`src/rtl/llc_rst_flush_seq.sv`:
```
// LLC reset/flush sequencer.
// Walks every LLC set. The reset sweep invalidates whole sets. The flush sweep
// reads each set, evicts the selected lines one by one over a valid/ready
// handshake, and invalidates each line once its evict has been accepted.
//
// state       | meaning
// ------------+-----------------------------------------------------------
// IDLE        | no sweep running
// RST_WALK    | invalidate all ways of walk_set, one set per cycle
// FL_RD       | issue the tag/state read for walk_set
// FL_LOOKUP   | read data valid: capture tags, build the pending mask
// FL_SCAN     | pick the lowest pending way, or move on when none is left
// FL_EVICT    | evict request held until memory accepts it
// FL_INV      | invalidate the evicted way and drop it from the mask
// FL_NEXT     | advance to the next set, or finish after the last set
module llc_rst_flush_seq #(
    parameter int SET_BITS = 8,
    parameter int WAYS     = 16,
    parameter int WAY_BITS = 4,
    parameter int TAG_BITS = 14
) (
    input  logic                         clk,
    input  logic                         rst,
    input  logic                         start_rst,
    input  logic                         start_flush,
    input  logic                         flush_all,
    output logic                         rd_set_en,
    output logic [SET_BITS-1:0]          walk_set,
    input  logic [2*WAYS-1:0]            states_buf,
    input  logic [WAYS*TAG_BITS-1:0]     tags_buf,
    output logic                         evict_valid,
    input  logic                         evict_ready,
    output logic [TAG_BITS+SET_BITS-1:0] evict_addr,
    output logic [WAY_BITS-1:0]          evict_way,
    output logic                         wr_inv_way,
    output logic                         wr_inv_set,
    output logic                         rst_stall,
    output logic                         flush_stall,
    output logic                         done
);

    typedef enum logic [2:0] {
        S_IDLE, S_RST_WALK, S_FL_RD, S_FL_LOOKUP,
        S_FL_SCAN, S_FL_EVICT, S_FL_INV, S_FL_NEXT
    } state_t;

    localparam logic [SET_BITS-1:0] SET_ONE  = SET_BITS'(1);
    localparam logic [SET_BITS-1:0] SET_LAST = '1;

    state_t                         r_state;
    logic [SET_BITS-1:0]            r_walk_set;
    logic                           r_done;
    logic                           r_fl_all;
    logic                           r_rst_pend;
    logic                           r_go;
    logic [WAYS-1:0]                r_mask;
    logic [WAYS*TAG_BITS-1:0]       r_tags;
    logic [WAY_BITS-1:0]            r_evict_way;
    logic [TAG_BITS+SET_BITS-1:0]   r_evict_addr;

    state_t                         w_state_nxt;
    logic [SET_BITS-1:0]            w_walk_nxt;
    logic                           w_done_nxt;
    logic                           w_rst_pend_nxt;
    logic                           w_capture;
    logic                           w_load_evict;
    logic                           w_clr_bit;
    logic                           w_latch_fl;
    logic [WAYS-1:0]                w_pend;
    logic [WAY_BITS-1:0]            w_sel_way;
    logic                           w_sel_hit;
    logic [TAG_BITS-1:0]            w_sel_tag;

    // Lines to evict: valid and either dirty or the sweep evicts every valid line.
    always_comb begin
        w_pend = '0;
        for (int w = 0; w < WAYS; w++) begin
            w_pend[w] = states_buf[2*w+1] & (states_buf[2*w] | r_fl_all);
        end
    end

    // Lowest pending way wins.
    always_comb begin
        w_sel_way = '0;
        w_sel_hit = 1'b0;
        for (int w = WAYS - 1; w >= 0; w--) begin
            if (r_mask[w]) begin
                w_sel_way = WAY_BITS'(w);
                w_sel_hit = 1'b1;
            end
        end
    end

    assign w_sel_tag = r_tags[int'(w_sel_way)*TAG_BITS +: TAG_BITS];

    // Next-state, walk index and one-cycle strobes; a reset request aborts a flush.
    always_comb begin
        w_state_nxt    = r_state;
        w_walk_nxt     = r_walk_set;
        w_done_nxt     = 1'b0;
        w_rst_pend_nxt = r_rst_pend;
        w_capture      = 1'b0;
        w_load_evict   = 1'b0;
        w_clr_bit      = 1'b0;
        w_latch_fl     = 1'b0;
        rd_set_en      = 1'b0;
        wr_inv_set     = 1'b0;
        wr_inv_way     = 1'b0;
        evict_valid    = 1'b0;
        case (r_state)
            S_IDLE: begin
                if (start_rst) begin
                    w_state_nxt = S_RST_WALK;
                    w_walk_nxt  = '0;
                end else if (start_flush) begin
                    w_state_nxt = S_FL_RD;
                    w_walk_nxt  = '0;
                    w_latch_fl  = 1'b1;
                end
            end
            S_RST_WALK: begin
                // r_go holds off the first invalidate until reset has been released.
                wr_inv_set = r_go;
                if (start_rst) begin
                    w_walk_nxt = '0;
                end else if (r_go) begin
                    w_walk_nxt = r_walk_set + SET_ONE;
                    if (r_walk_set == SET_LAST) begin
                        w_state_nxt = S_IDLE;
                        w_done_nxt  = 1'b1;
                    end
                end
            end
            S_FL_RD: begin
                rd_set_en   = 1'b1;
                w_state_nxt = S_FL_LOOKUP;
            end
            S_FL_LOOKUP: begin
                w_capture   = 1'b1;
                w_state_nxt = S_FL_SCAN;
            end
            S_FL_SCAN: begin
                if (w_sel_hit) begin
                    w_load_evict = 1'b1;
                    w_state_nxt  = S_FL_EVICT;
                end else begin
                    w_state_nxt = S_FL_NEXT;
                end
            end
            S_FL_EVICT: begin
                evict_valid = 1'b1;
                if (evict_ready) begin
                    w_state_nxt = S_FL_INV;
                end else if (start_rst) begin
                    w_rst_pend_nxt = 1'b1;
                end
            end
            S_FL_INV: begin
                wr_inv_way  = 1'b1;
                w_clr_bit   = 1'b1;
                w_state_nxt = S_FL_SCAN;
            end
            S_FL_NEXT: begin
                w_walk_nxt = r_walk_set + SET_ONE;
                if (r_walk_set == SET_LAST) begin
                    w_state_nxt = S_IDLE;
                    w_done_nxt  = 1'b1;
                end else begin
                    w_state_nxt = S_FL_RD;
                end
            end
            default: w_state_nxt = S_IDLE;
        endcase
        // Abort: any flush state on a reset request, except FL_EVICT which
        // must first finish its handshake (the request is queued meanwhile).
        if (r_state != S_IDLE && r_state != S_RST_WALK &&
            (start_rst || r_rst_pend) &&
            (r_state != S_FL_EVICT || evict_ready)) begin
            w_state_nxt    = S_RST_WALK;
            w_walk_nxt     = '0;
            w_done_nxt     = 1'b0;
            w_rst_pend_nxt = 1'b0;
            w_capture      = 1'b0;
            w_load_evict   = 1'b0;
            w_clr_bit      = 1'b0;
        end
    end

    // Control state registers.
    always_ff @(posedge clk or negedge rst) begin
        if (!rst) begin
            r_state    <= S_RST_WALK;
            r_walk_set <= '0;
            r_done     <= 1'b0;
            r_rst_pend <= 1'b0;
            r_go       <= 1'b0;
            r_fl_all   <= 1'b0;
        end else begin
            r_state    <= w_state_nxt;
            r_walk_set <= w_walk_nxt;
            r_done     <= w_done_nxt;
            r_rst_pend <= w_rst_pend_nxt;
            r_go       <= 1'b1;
            if (w_latch_fl) r_fl_all <= flush_all;
        end
    end

    // Per-set buffers and the held evict request.
    always_ff @(posedge clk or negedge rst) begin
        if (!rst) begin
            r_mask       <= '0;
            r_tags       <= '0;
            r_evict_way  <= '0;
            r_evict_addr <= '0;
        end else begin
            if (w_capture) begin
                r_mask <= w_pend;
                r_tags <= tags_buf;
            end else if (w_clr_bit) begin
                r_mask[r_evict_way] <= 1'b0;
            end
            if (w_load_evict) begin
                r_evict_way  <= w_sel_way;
                r_evict_addr <= {w_sel_tag, r_walk_set};
            end
        end
    end

    assign walk_set    = r_walk_set;
    assign evict_way   = r_evict_way;
    assign evict_addr  = r_evict_addr;
    assign done        = r_done;
    assign rst_stall   = (r_state == S_RST_WALK);
    assign flush_stall = (r_state != S_IDLE) && (r_state != S_RST_WALK);

endmodule

```
`config.mk`:
```
export PLATFORM = sky130hd
export DESIGN_NAME = llc_rst_flush_seq
export DESIGN_NICKNAME = d
export VERILOG_FILES = /design/src/rtl/llc_rst_flush_seq.sv
export SDC_FILE = /design/constraint.sdc
export NUM_CORES = 1
export LEC_CHECK = 0
export CAP_MARGIN = 20
export CORE_MARGIN = 3
export CORE_UTILIZATION = 54
export DETAILED_ROUTE_END_ITERATION = 8
export HOLD_SLACK_MARGIN = 0.15
export PLACE_DENSITY = 0.85
export SLEW_MARGIN = 20
export SYNTH_ARGS = -nofsm -noshare
export SYNTH_HDL_FRONTEND = slang
export SYNTH_SLANG_ARGS = --single-unit
```
`constraint.sdc`:
```
create_clock -name clk -period 7.3 [get_ports clk]
set_input_delay 1.095 -clock clk [delete_from_list [all_inputs] [get_ports clk]]
set_output_delay 1.095 -clock clk [all_outputs]
set_load 0.02 [all_outputs]
```
== After elaboration in Yosys (flattened, before gate mapping) ==
Index checks and enable logic that the tools add are counted.

* Bits in registers: 281
* Bits of input ports: 262
* Output and inout bits: 41
* Word-level logic and storage cells: 156

* Eq/ne operators: 17
* Shifts and indexed selects: 1
* Add/sub/neg operators: 1
* Multipliers: 1
* Magnitude comparators: 2
* Bitwise gates (word level): 34
* Mux-type cells: 74
* Reduce and logical (&&, ||, !) cells: 16

{| class="wikitable"
|+ Operator list
! cell !! count
|-
| $shiftx A224 B9 Y14 || 1
|-
| $mux W4 || 16
|-
| $mux W8 || 5
|-
| $mux W1 || 38
|-
| $mux W16 || 2
|-
| $pmux W8 S3 || 1
|-
| $mux W3 || 7
|-
| $pmux W3 S7 || 1
|-
| $and A1 B1 Y1 || 16
|-
| $and A16 B16 Y16 || 1
|-
| $not A16 Y16 || 1
|-
| $or A1 B1 Y1 || 16
|-
| $eq A3 B3 Y1 const B || 4
|-
| $ne A3 B1 Y1 const B || 3
|-
| $add A8 B1 Y8 const B || 1
|-
| $eq A8 B8 Y1 const B || 1
|-
| $mul A4 B3 Y7 const B || 1
|-
| $eq A3 B2 Y1 const B || 2
|-
| $ne A3 B3 Y1 const B || 2
|-
| $reduce_and A3 Y1 || 2
|-
| $reduce_bool A2 Y1 || 3
|-
| $lt A4 B5 Y1 const B || 1
|-
| $reduce_and A5 Y1 || 1
|-
| $demux W1 S4 || 1
|-
| other kinds (14) || 19
|}

== Longest topological paths before layout ==
Gate-level depths: netlist of run 1.

* Depth in word-level cells: 19
* Mapped depth: 11
* Gate-level depth less buffers: 8

== Least setup slack after synthesis of run 1 ==
Ideal clock, no wire load.

* Kind: input-to-reg
* Start: input evict_ready
* End: register r_evict_addr[17] (netlist: evict_addr[17])
* Data arrival time: 2.871 ns
* Path slack: 4.303 ns
* Library setup time: 0.126 ns
* Buffers on the path: 1
* Stages on the path: 8
* Path through: nand2b_1 > a21oi_1 > nor2_1 > nor4_1 > nor2b_1 > clkbuf_1 > o221ai_1 > o32a_1

* Cells in the longest elaborated chain, start to end: 3

{| class="wikitable"
|+ RTL lines
! what !! line !! source
|-
| start: declaration || 32 || <nowiki>input logic evict_ready,</nowiki>
|-
| $logic_or A1 B1 Y1 || 178 || <nowiki>(r_state != S_FL_EVICT || evict_ready)) begin</nowiki>
|-
| $logic_and A1 B1 Y1 || 177 || <nowiki>(start_rst || r_rst_pend) &&</nowiki>
|-
| $mux W1 || 176 || <nowiki>if (r_state != S_IDLE && r_state != S_RST_WALK &&</nowiki>
|-
| end signal: assignment || 224 || <nowiki>r_evict_addr <= {w_sel_tag, r_walk_set};</nowiki>
|-
| end: declaration || 59 || <nowiki>logic [TAG_BITS+SET_BITS-1:0] r_evict_addr;</nowiki>
|}

Every way passes these cells.
A chain may end at the register's enable or synchronous reset.

== Worst setup path after layout of run 1 ==
* Start: register r_mask[10]
* End: register r_evict_addr[18] (netlist: evict_addr[18])

* Cells in the longest elaborated chain, start to end: 14
* Elaborated cells between the ends (all ways): 27

{| class="wikitable"
|+ RTL lines
! what !! line !! source
|-
| start: declaration || 56 || <nowiki>logic [WAYS-1:0] r_mask;</nowiki>
|-
| start signal: assignment || 217 || <nowiki>r_mask <= w_pend;</nowiki>
|-
| branches (longest 14 deep; another with $mul A4 B3 Y7) || n/a ||
|}

Several ways; the timed one is not identified.

==> results.cfg, run 1 <==
[outcome]
status = finished, final reports clean

[clock_tree]
cts_tree = done
ctsHoldBuffers = 0
cts_root_buffer = clkbuf_16
clockBufferDepth = 3
cts.repair.resized = 0
clk_latency_ps = 550
cts_buffers = 30
cts.clk_slew.worst_paths_ps = 60
clock-sinks = 281
cts_setup_buffers = 0
htreeDepth = 1

[pwr]
clkPwrFrac_pct = 17.0
intPower_uw = 4991
powerDensity_nw_per_um2 = 488.5
p_comb_share_pct = 50.5
power_switching_uw = 3394
irDropWorstVdd_v = 0.0003971
p_seq_share_pct = 32.6
p_leak_uw = 0.007328
p_sw_share_pct = 40.48

[finish]
final_design_area_no_fill_um2 = 17160
drive_above_1_share_pct = 25.44
num-nets-final = 1558
stdcell_count = 1632
fin_util_pct = 72.90
syn2layout_area_growth_pct = 32.10

[synth]
ys.warnings.count = 0
synth_ff_type = dfrtp_1
synth_edf_count = 0
avgSynthCellArea_um2 = 12.70
netlist_area_um2 = 12990
syn_inst = 1023
ys_types = 48
ys_async_sr_fraction_pct = 100.0
syn_nets = 1286
ys_ff_latch = 281
seq_area_frac_synth_pct = 54.13

[min_path]
hp-class = reg2reg
holdPathStages = 1
worstHoldEndpoint = evict_addr[9]
hp-start = evict_addr[9]

[routing]
drc_errors = 0
wl_per_cell_um = 22.18
first_pass_iters = 4
drt-met1-wl_um = 14690
drt_wl_total_um = 36200
wl_met3_um = 2847
dr_wl_met2_um = 17350
via_per_inst = 5.891
detail-route-antenna-nets = 0
first_iter_violations = 564
highest_layer = met5
via_count = 9614

[sta]
rsz0062_at_grt = no
fmax_mhz = 278.5
setup_viol = 0
period_needed_ps = 3591
period_share_pct = 49.19
hold_viol_final = 0
worst_clock_skew_ps = 16.99
max_slew_margin_pct = 33.64
drv_slew = 0
fin_tns_setup_ps = 0
worst_pin_slew_ps = 995.4

[worst_setup_path]
r2r_setup_slack_ps = 3710
critPathArrivalTime_ps = 4010
reg2reg_to = evict_addr[18]
crit_path_start_kind = flop
required_ps = 7720
reg2reg_from = r_mask[10]
worstSetupEndpointType = flop
worstRegToRegCells = 9
crit_fanout = 28
path_class = reg2reg

[global_routing]
grt_usage_pct = 27.53
grt_pass1_wl_um = 56430
grt_remaining_overflow = 0
antenna_found_initial = 9
grt_max_degree = 181
grt_pass1_vias = 10090

[floorplanning]
placementRows = 56
floorplan.initialDensity_pct = 55.19
core-area_um2 = 23540
dieArea_um2 = 25960
die_w_um = 161.1
die_y_um = 161.1
ios = 303

[placed_design]
post-place-cells = 1580
portBuffers = 302
placed_area_um2 = 16210
dp_hpwl_um = 25780
globalplace.congestion = 0.9211

[job]
max_cap_viol_count = 0
## cells in the mapped netlist (3+ instances only)
master / n / share of area [%]
a211oi_1: 3 / 0.17
nand2_1: 64 / 1.8
a32o_1: 12 / 0.92
buf_6: 3 / 0.26
nand3_1: 12 / 0.46
buf_2: 10 / 0.39
clkbuf_1: 48 / 1.4
mux2_2: 233 / 20
dfrtp_1: 280 / 54
o21ai_0: 44 / 1.7
nor2b_1: 5 / 0.24
mux2i_1: 57 / 4.4
buf_1: 8 / 0.23
a221oi_2: 13 / 1.5
and3_1: 9 / 0.43
nor3_1: 14 / 0.54
o32a_1: 14 / 1.1
nor4_1: 5 / 0.24
a31o_2: 12 / 0.81
o21ai_1: 3 / 0.12
a22o_1: 12 / 0.81
o221ai_1: 14 / 0.94
mux2_4: 12 / 1.4
o211ai_1: 16 / 0.92
nand2b_1: 10 / 0.48
a21oi_1: 24 / 0.92
nor2_1: 43 / 1.2
inv_1: 7 / 0.20
a221oi_1: 4 / 0.27
o31ai_1: 7 / 0.40
## flip-flops by register name, indices dropped and copies added (netlist names)
| name | cells |
|---|---|
| r_tags | 224 |
| evict_way | 4 |
| evict_addr | 22 |
| r_rst_pend | 1 |
| r_fl_all | 1 |
| r_go | 1 |
| done | 1 |
| walk_set | 8 |
| r_mask | 16 |
| r_state | 3 |
## through the flow
step           power (uW)  setup slack [ps]  hold WS [ps]
5_1_grt              8863              3522         516.4
6_report             8385              3709         496.9
3_3_place_gp         6825              3497         480.1
2_1_floorplan        5630              4303         480.0
4_1_cts              8395              3724         498.4
3_5_place_dp         6932              3486         485.7
## critical path: stages, from the launching register on
cell and delay (ps):
dfrtp_1 410, nor2_1 170, o31ai_1 100, a211oi_1 380
o21a_2 600, buf_4 420, nor2_2 250, a221oi_2 490
nor3_1 190, o32a_1 420
## final cells by class
type                    count  area [um^2]
fillers                  1636         6380
clock buffers              41        853.3
repair buffers            311         3138
multi-input cells         664         5653
clock inverters             5        50.05
flip-flops and latches    281         7033
inverters                   7        26.28
diodes                      4        10.01
well taps                 319        399.1
## how the worst max path moves through the flow
stage	startpoint	to	slack [ps]	cells after the start
after detailed placement	evict_ready	evict_addr[19]	3490	9
after global routing	r_mask[7]	evict_addr[11]	3520	8
after floorplan	evict_ready	evict_addr[17]	4300	8
final	r_mask[10]	evict_addr[18]	3710	9
after CTS	r_mask[9]	evict_addr[11]	3720	8
after global placement	evict_ready	evict_addr[19]	3500	9
## routing by layer
layer	track usage, %	vias up
met2	44.74	356
met4	9.542	10
met3	7.669	89
li1	-	4323
met1	35.88	4836
met5	0	-
## cells in the final DEF (no fill, tap or decap), types with 9 or more instances in the layout
cell,count
a32o_1,12
mux2_2,233
and3_1,9
clkdlybuf4s50_1,301
o221ai_1,14
nand3_1,12
mux2i_1,57
nor2_1,41
nand2_1,64
dfrtp_1,280
a22o_1,12
o21ai_0,44
clkbuf_16,31
a221oi_2,13
mux2_4,12
nand2b_1,10
nor3_1,13
o32a_1,14
a31o_2,12
o211ai_1,16
a21oi_1,23
## kinds of logic after synthesis
| group | after synthesis | share of synthesized area (%) |
|---|---|---|
| flops | 281 | 54.13 |
| other cells | 1 | 0.02886 |
| xor+xnor | 1 | 0.06742 |
| mux | 302 | 25.97 |
| simple gates | 173 | 6.067 |
| compound gates | 186 | 11.06 |
| buf+inv | 78 | 2.581 |
| fa+ha+maj | 1 | 0.09629 |
## power groups by stage
stage	combinational (uW)	sequential [uW]	clock [uW]
after floorplan	3030	2600	0
after global placement	4120	2710	0
after detailed placement	4190	2740	0
after CTS	4230	2720	1440
after global routing	4540	2810	1510
final	4230	2730	1420
No activity file was read; power rests on OpenSTA's default activity.
==> inputs of run 2 (changes only) <==
CORE_UTILIZATION = 46   (was 54)
PLACE_DENSITY = 0.77   (was 0.85)
clock period = 3.3 ns   (was 7.3 ns; I/O delays follow)
==> results.cfg, run 2 (synthesis results as in run 1) <==
[outcome]
status = finished, final reports clean

[worst_setup_path]
worstSetupEndpointType = flop
crit_fanout = 31
path_class = reg2reg
critPathArrivalTime_ps = 3530
crit_path_start_kind = flop
required_ps = 3780

[clock_tree]
cts_tree = done
htreeDepth = 1
cts_setup_buffers = 0
cts.clk_slew.worst_paths_ps = 60
cts_buffers = 30
cts.repair.resized = 0
clockBufferDepth = 3
cts_root_buffer = clkbuf_16
clk_latency_ps = 540
ctsHoldBuffers = 1
clock-sinks = 281

[sta]
worst_pin_slew_ps = 788.4
rsz0062_at_grt = no
drv_slew = 0
period_needed_ps = 3046
worst_clock_skew_ps = 12.74
max_slew_margin_pct = 47.38
holdWs_ps = 498.2
hold_viol_final = 0
fmax_mhz = 328.3
setup_viol = 0
final.setup.worst_slack_ps = 253.6
period_share_pct = 92.31
fin_tns_setup_ps = 0

[pwr]
powerDensity_nw_per_um2 = 1089
power_uw = 19140
irDropWorstVdd_v = 0.0006324
p_leak_uw = 0.007521

[routing]
drt_wl_total_um = 36340
via_per_inst = 5.617
via_count = 9638
first_pass_iters = 5
detail-route-antenna-nets = 0
first_iter_violations = 709
wl_per_cell_um = 21.18
drc_errors = 0

[placed_design]
portBuffers = 302
dp_hpwl_um = 26710
globalplace.congestion = 0.8236
dp_slack_ps = 297.8

[global_routing]
grt_remaining_overflow = 0
antenna_found_initial = 5
grt-busiest-layer = met2
met1_usage_pct = 31.09
grt_pass1_vias = 9964
grt_pass1_wl_um = 56140
met3_usage_pct = 5.439
grt_use_met2_pct = 38.49
grt_usage_pct = 23.42
grt_max_degree = 106

[floorplanning]
die_y_um = 174.1
ios = 303
die_w_um = 174.1
core-area_um2 = 27330
floorplan.initialDensity_pct = 47.55
placementRows = 60
dieArea_um2 = 30300

[finish]
regMostFlops = r_tags
largest_register_ffs = 224
drive_above_1_share_pct = 27.07
final_common_cell = clkdlybuf4s50_1
syn2layout_area_growth_pct = 35.25
most-common-layout-cells = clkdlybuf4s50_1, dfrtp_1, mux2_2
num-nets-final = 1582
regArea_um2 = 7033
fillCellCount = 2132
multi_input_area_um2 = 5648

[job]
max_cap_viol_count = 0

[min_path]
hp-class = reg2reg
[run 2: cell type report]
| class | count | area share, % |
|---|---|---|
| diodes | 3 | 0.04272 |
| clock buffers | 46 | 5.305 |
| clock inverters | 8 | 0.5340 |
| inverters | 7 | 0.1495 |
| multi-input cells | 664 | 32.14 |
| flip-flops and latches | 281 | 40.02 |
| well taps | 372 | 2.649 |
| repair buffers | 335 | 19.15 |
[run 2: metal layers]
layer	up-vias	part of all wire, %
li1	4373	-
met1	4830	42
met2	357	48
met3	74	6.7
met4	4	3.1
met5	-	0.069
[run 2: critical path: stages, from the launching register on]
cell and delay, ps:
dfrtp_1 400, or3_1 390, a221oi_2 160, o21ai_1 120, and2_4 330, nor2_2 670, a221oi_2 190, nor3_1 470
o32a_1 250
[run 2: stage by stage]
step | cells | instance area, um^2 | utilization, %
finish | 1716 | 17570 | 64.30
global placement | 1658 | 16530 | 60.49
global route | 1716 | 17570 | 64.30
floorplan | 1023 | 12990 | -
detailed placement | 1658 | 16530 | 60.49
CTS | 1713 | 17560 | 64.28
[run 2: power by group]
part	total, uW	switching (uW)	internal (uW)
Clock	3450	1360	2090
Sequential	6010	1060	4950
Combinational	9690	5150	4540
Total	19100	7570	11600
[run 2: final timing paths]
kind,depth (start not counted),slack [ps],endpoint,start
worst max-delay path,8,250,evict_addr[17],r_mask[4]
worst min-delay path,1,500,evict_addr[17],evict_addr[17]
worst max register to register,8,250,evict_addr[17],r_mask[4]
worst min register to register,1,500,evict_addr[17],evict_addr[17]
max in group asynchronous,3,1920,r_tags[94],rst
min in group asynchronous,2,540,r_tags[0],rst
